<file path="src/rtl/max_pooling_layer_if.sv">
// Row stream bundle between an upstream convolution stage and the max pooling layer.
// The upstream stage (master) presents one row per enabled cycle; the pooling
// layer (slave) returns pooled rows together with frame and buffer status.
interface max_pooling_layer_if #(
    parameter int data_size              = 4,
    parameter int max_input_matrix_width = 7
);
    localparam int matrix_output_width = max_input_matrix_width / 2;

    logic                                          enable;
    logic [data_size*max_input_matrix_width-1:0]   matrix_input_stream;
    logic [data_size*matrix_output_width-1:0]      matrix_output_stream;
    logic                                          output_valid;
    logic                                          frame_done;
    logic                                          is_buffer_full;

    modport master (
        output enable,
        output matrix_input_stream,
        input  matrix_output_stream,
        input  output_valid,
        input  frame_done,
        input  is_buffer_full
    );

    modport slave (
        input  enable,
        input  matrix_input_stream,
        output matrix_output_stream,
        output output_valid,
        output frame_done,
        output is_buffer_full
    );
endinterface

</file>
<file path="src/rtl/max_pooling_layer.sv">
// 2x2 stride-2 max pooling over a stream of unsigned rows.
// The first row of each pair is held in a buffer; when its partner arrives the
// four-way maximum of every 2x2 window is registered as one pooled row.
// A trailing unpaired row (odd frame height) and an unpaired last column (odd
// width) are dropped.
module max_pooling_layer #(
    parameter int data_size               = 4,
    parameter int max_input_matrix_width  = 7,
    parameter int max_input_matrix_height = 7
) (
    input  logic                   clk,
    input  logic                   reset_n,
    max_pooling_layer_if.slave     bus
);
    localparam int matrix_output_width = max_input_matrix_width / 2;
    localparam int IN_BITS  = data_size * max_input_matrix_width;
    localparam int OUT_BITS = data_size * matrix_output_width;
    localparam int ROW_W    = (max_input_matrix_height > 1) ? $clog2(max_input_matrix_height) : 1;
    localparam logic [ROW_W-1:0] LAST_ROW = ROW_W'(max_input_matrix_height - 1);

    localparam logic [0:0] WAIT_FIRST  = 1'b0;
    localparam logic [0:0] WAIT_SECOND = 1'b1;

    logic [0:0]          state_q,        state_d;
    logic [ROW_W-1:0]    rowCount_q,     rowCount_d;
    logic [IN_BITS-1:0]  buffer_q,       buffer_d;
    logic [OUT_BITS-1:0] outStream_q,    outStream_d;
    logic                outputValid_q,  outputValid_d;
    logic                frameDone_q,    frameDone_d;
    logic [OUT_BITS-1:0] pooledRow;
    logic                lastRow;

    function automatic logic [data_size-1:0] max2(input logic [data_size-1:0] a,
                                                   input logic [data_size-1:0] b);
        return (a > b) ? a : b;
    endfunction

    function automatic logic [data_size-1:0] column(input logic [IN_BITS-1:0] row,
                                                     input int c);
        return row[data_size*(max_input_matrix_width-c)-1 -: data_size];
    endfunction

    // Comparator tree: maximum of each 2x2 window of the buffered row and the incoming row.
    always_comb begin
        pooledRow = '0;
        for (int k = 0; k < matrix_output_width; k++) begin
            pooledRow[data_size*(matrix_output_width-k)-1 -: data_size] =
                max2(max2(column(buffer_q, 2*k), column(buffer_q, 2*k+1)),
                     max2(column(bus.matrix_input_stream, 2*k),
                          column(bus.matrix_input_stream, 2*k+1)));
        end
    end

    assign lastRow = (rowCount_q == LAST_ROW);

    // Next-state: pair rows, track frame position, drop an unpaired final row.
    always_comb begin
        state_d       = state_q;
        rowCount_d    = rowCount_q;
        buffer_d      = buffer_q;
        outStream_d   = outStream_q;
        outputValid_d = 1'b0;
        frameDone_d   = 1'b0;
        if (bus.enable) begin
            rowCount_d  = lastRow ? '0 : rowCount_q + 1'b1;
            frameDone_d = lastRow;
            if (state_q == WAIT_FIRST) begin
                if (!lastRow) begin
                    buffer_d = bus.matrix_input_stream;
                    state_d  = WAIT_SECOND;
                end
            end else begin
                outStream_d   = pooledRow;
                outputValid_d = 1'b1;
                state_d       = WAIT_FIRST;
            end
        end
    end

    // State registers with synchronous active-low reset taking priority over enable.
    always_ff @(posedge clk) begin
        if (!reset_n) begin
            state_q       <= WAIT_FIRST;
            rowCount_q    <= '0;
            buffer_q      <= '0;
            outStream_q   <= '0;
            outputValid_q <= 1'b0;
            frameDone_q   <= 1'b0;
        end else begin
            state_q       <= state_d;
            rowCount_q    <= rowCount_d;
            buffer_q      <= buffer_d;
            outStream_q   <= outStream_d;
            outputValid_q <= outputValid_d;
            frameDone_q   <= frameDone_d;
        end
    end

    assign bus.matrix_output_stream = outStream_q;
    assign bus.output_valid         = outputValid_q;
    assign bus.frame_done           = frameDone_q;
    assign bus.is_buffer_full       = (state_q == WAIT_SECOND);
endmodule

</file>
<file path="src/flat_wrapper.sv">
// flat-port wrapper written by rule: the top's interface ports become plain ports
module max_pooling_layer_flat 
#(
    parameter int data_size               = 4,
    parameter int max_input_matrix_width  = 7,
    parameter int max_input_matrix_height = 7
)
  (clk, reset_n, bus_enable, bus_matrix_input_stream, bus_matrix_output_stream, bus_output_valid, bus_frame_done, bus_is_buffer_full);
  max_pooling_layer_if #(.data_size(data_size), .max_input_matrix_width(max_input_matrix_width)) bus_i ();
  input  logic clk;
  input  logic reset_n;
  input wire logic [$bits(bus_i.enable)-1:0] bus_enable;
  input wire logic [$bits(bus_i.matrix_input_stream)-1:0] bus_matrix_input_stream;
  output wire logic [$bits(bus_i.matrix_output_stream)-1:0] bus_matrix_output_stream;
  output wire logic [$bits(bus_i.output_valid)-1:0] bus_output_valid;
  output wire logic [$bits(bus_i.frame_done)-1:0] bus_frame_done;
  output wire logic [$bits(bus_i.is_buffer_full)-1:0] bus_is_buffer_full;
  assign bus_i.enable = bus_enable;
  assign bus_i.matrix_input_stream = bus_matrix_input_stream;
  assign bus_matrix_output_stream = bus_i.matrix_output_stream;
  assign bus_output_valid = bus_i.output_valid;
  assign bus_frame_done = bus_i.frame_done;
  assign bus_is_buffer_full = bus_i.is_buffer_full;
  max_pooling_layer #(.data_size(data_size), .max_input_matrix_width(max_input_matrix_width), .max_input_matrix_height(max_input_matrix_height)) u_core (.clk(clk), .reset_n(reset_n), .bus(bus_i));
endmodule
</file>
<file path="config.mk">
export PLATFORM = sky130hd
export DESIGN_NAME = max_pooling_layer_flat
export DESIGN_NICKNAME = d
export VERILOG_FILES = /design/src/rtl/max_pooling_layer_if.sv /design/src/rtl/max_pooling_layer.sv /design/src/flat_wrapper.sv
export SDC_FILE = /design/constraint.sdc
export NUM_CORES = 1
export LEC_CHECK = 0
export CORE_UTILIZATION = 30
export DETAILED_ROUTE_END_ITERATION = 6
export HOLD_SLACK_MARGIN = 0.15
export PLACE_DENSITY_LB_ADDON = 0.3
export SYNTH_ARGS = -nofsm -noshare
export SYNTH_HDL_FRONTEND = slang
export SYNTH_SLANG_ARGS = --single-unit
</file>
<file path="constraint.sdc">
create_clock -name clk -period 5.09 [get_ports clk]
set_clock_uncertainty 0.15 [all_clocks]
set_input_delay 1.527 -clock clk [delete_from_list [all_inputs] [get_ports clk]]
set_output_delay 1.527 -clock clk [all_outputs]
set_load 0.005 [all_outputs]
</file>
==> reports/results.ini <==
[flow_run]
maxCapViolCount=0

[worst_setup_path]
arrival_ps=4300
crit_path_start_kind=primary input
cp_data_required_time_ps=5160
cp_max_fo=4
reg2reg_slack_ps=2130
path_class=primary input to flop
crit_path_top_delay_cell=clkdlybuf4s50_1
max_stage_delay_ps=510
crit_chain=clkdlybuf4s50_1 -> inv_1 -> ha_1 -> and4_1 -> a21oi_2 -> mux2i_1 -> inv_1 -> ha_1 -> nor2b_1 -> o21bai_1 -> o2bb2ai_1 -> or2_2 -> o221ai_1
crit_path_end_kind=flop

[synthesis]
synthesis.nets=387
yosysWarnings=0
netlist_area_sq_mm=0.00273
synth_top_area_share_pct=30.8
synth_area_per_cell_sq_um=8.54
synthTopCellsByArea=dfxtp_1 31%, ha_1 16%, nand2_1 9.6%
yosysMostFrequentCell=nand2_1
ys_async_sr_fraction_pct=0
synth-seq-cells=42
synth-edff-count=0
yosysSeqAreaShare_pct=30.8
synth_cell_types=31
yosysTopAreaCell=dfxtp_1
syn_inst=320
netlist_top_cells_count=70 x nand2_1, 42 x dfxtp_1, 39 x inv_1, 36 x ha_1, 25 x mux2i_1
ys_dominant_reg_cell=dfxtp_1

[place]
port_buffers=41
gp_congestion=0.793
hpwl_um=4710

[timing]
slew_violations=0
max-slew-margin-rel_pct=33.3
layout_min_cycle_time_ps=4230
tightest_slew_ps=1000
fmax_ghz=0.236
final-setup-viol-count=0
final-hold-violation-count=0
rsz0062_at_grt=false
min_period_over_period_pct=83.1
fin_tns_setup_ps=0
whs_ps=310

[floorplan]
fp-row-count=34
start_util_pct=31.2
core_area_sq_mm=0.00876
dieArea_sq_mm=0.00949
die_width_um=97.4
num_io_pins=46
die_y_um=97.4

[cells_and_area]
nets=427
num_antenna_cells=0
drive_gt1_share_pct=4.72
area_growth_pct=21.0

[power]
p_leak_nw=1.43
p_seq_share_pct=44.9
vdd.ir_drop.worst_uv=89.2
power_density_mw_per_mm2=244
p_clk_share_pct=25.5
p_int_uw=558
p_sw_uw=250
switching_share_pct=30.9
p_comb_share_pct=29.6

[clock_network]
cts_setup_buffers=0
cts-root-buf=clkbuf_8
post_cts_resize_count=0
tritoncts=done
cts.sinks=42
path_clk_slew_ps=80
hold_buffers=0
clock_path_buffers=2
clk_latency_ps=290
h-tree-depth=2
numCtsBuffers=5

[global_route]
grt_usage_pct=13.8
gr-total-overflow=0
grt_pass1_wl_um=10700
grt_max_degree=32
antenna_found_initial=0
grt_pass1_vias=2342

[route]
vias=2262
ant_nets=0
vias_per_cell=4.83
dr.pass1.iters=4
drc=0
wire_per_inst_um=12.9
drt-total-wl_um=6050
drt-initial-drc-count=70

[worst_hold_path]
hp-class=flop to flop

[status]
outcome=complete, no violations

==> per-stage QoR <==
stage / cell area, sq um / std cells / utilization [%] / total power, mW / setup slack (ps)
floorplan: 2730 / 320 / - / 0.533 / 1380
CTS: 3310 / 468 / 37.7 / 0.818 / 862
global route: 3310 / 468 / 37.7 / 0.864 / 658
finish: 3310 / 468 / 37.7 / 0.807 / 859
global placement: 3230 / 461 / 36.9 / 0.602 / 604
detailed placement: 3230 / 461 / 36.9 / 0.610 / 588
==> worst max-delay path, delay by kind of cell <==
family	cells	cell delay, ps
adders and majority gates	2	510
and+or+nand+nor	3	670
AOI/OAI and AO/OA	4	640
buffers and inverters	3	640
muxes	1	310
==> registers in the layout, indices dropped and copies added, names as in the netlist <==
name	cells
u_core.buffer_q	24
u_core.bus.matrix_output_stream	12
u_core.rowCount_q	3
u_core.bus.frame_done	1
u_core.bus.is_buffer_full	1
u_core.bus.output_valid	1
==> path summary, 6_finish.rpt <==
kind                                          to  cells past startpoint                          startpoint
min           u_core.bus.matrix_output_stream[3]                      2  u_core.bus.matrix_output_stream[3]
min reg2reg   u_core.bus.matrix_output_stream[3]                      2  u_core.bus.matrix_output_stream[3]
max          u_core.bus.matrix_output_stream[11]                     13         bus_matrix_input_stream[23]
max reg2reg  u_core.bus.matrix_output_stream[11]                     13                 u_core.buffer_q[21]
==> cells in the final DEF (no fill, tap or decap) <==
| master | count |
|---|---|
| o2bb2ai_1 | 1 |
| inv_1 | 39 |
| and4_1 | 6 |
| and2_1 | 1 |
| clkbuf_1 | 2 |
| o21bai_1 | 1 |
| and3_1 | 1 |
| a21boi_2 | 1 |
| ha_1 | 36 |
| nor3b_4 | 1 |
| a21boi_0 | 7 |
| or2_2 | 1 |
| a21oi_1 | 12 |
| buf_4 | 2 |
| nand2b_1 | 1 |
| nand3_1 | 3 |
| nor2_2 | 1 |
| a21oi_2 | 6 |
| nand2_1 | 70 |
| nand4b_1 | 1 |
| o211ai_1 | 6 |
| clkdlybuf4s50_1 | 41 |
| nand4_1 | 2 |
| a21boi_1 | 19 |
| a21o_1 | 2 |
| clkbuf_8 | 5 |
| nor2b_1 | 8 |
| o21ai_0 | 4 |
| dfxtp_1 | 42 |
| mux2i_1 | 25 |
| o221ai_1 | 12 |
| or3b_1 | 1 |
==> metal layers <==
metal | up-vias | GRT usage [%] | part of all wire, %
met5 | - | 0 | 0
met4 | 0 | 4.52 | 1.8
met3 | 7 | 2.73 | 3.1
met2 | 33 | 23.8 | 47
met1 | 1031 | 17.1 | 48
li1 | 1191 | - | -
==> power by group through the flow <==
stage,clock [mW],combinational [mW],sequential [mW]
after global routing,0.226,0.272,0.366
after detailed placement,0,0.240,0.370
after CTS,0.214,0.242,0.363
after global placement,0,0.233,0.369
after floorplan,0,0.167,0.367
final,0.206,0.239,0.362
==> cell families after synthesis <==
family,count (synthesis),share of synthesized area [%]
buffers and inverters,49,7.69
AO/OA/AOI/OAI,71,19.0
multiplexers,25,9.16
AND/OR/NAND/NOR,97,16.9
adder cells (fa/ha/maj),36,16.5
flip-flops,42,30.8
==> final cells by class <==
| type | count | area, sq um |
|---|---|---|
| Tap cell | 108 | 135 |
| Clock buffer | 7 | 76.3 |
| Timing Repair Buffer | 43 | 425 |
| Fill cell | 911 | 5460 |
| Sequential cell | 42 | 841 |
| Inverter | 39 | 146 |
| Multi-Input combinational cell | 229 | 1680 |
Note: power is estimated with default switching activity, not from simulation.
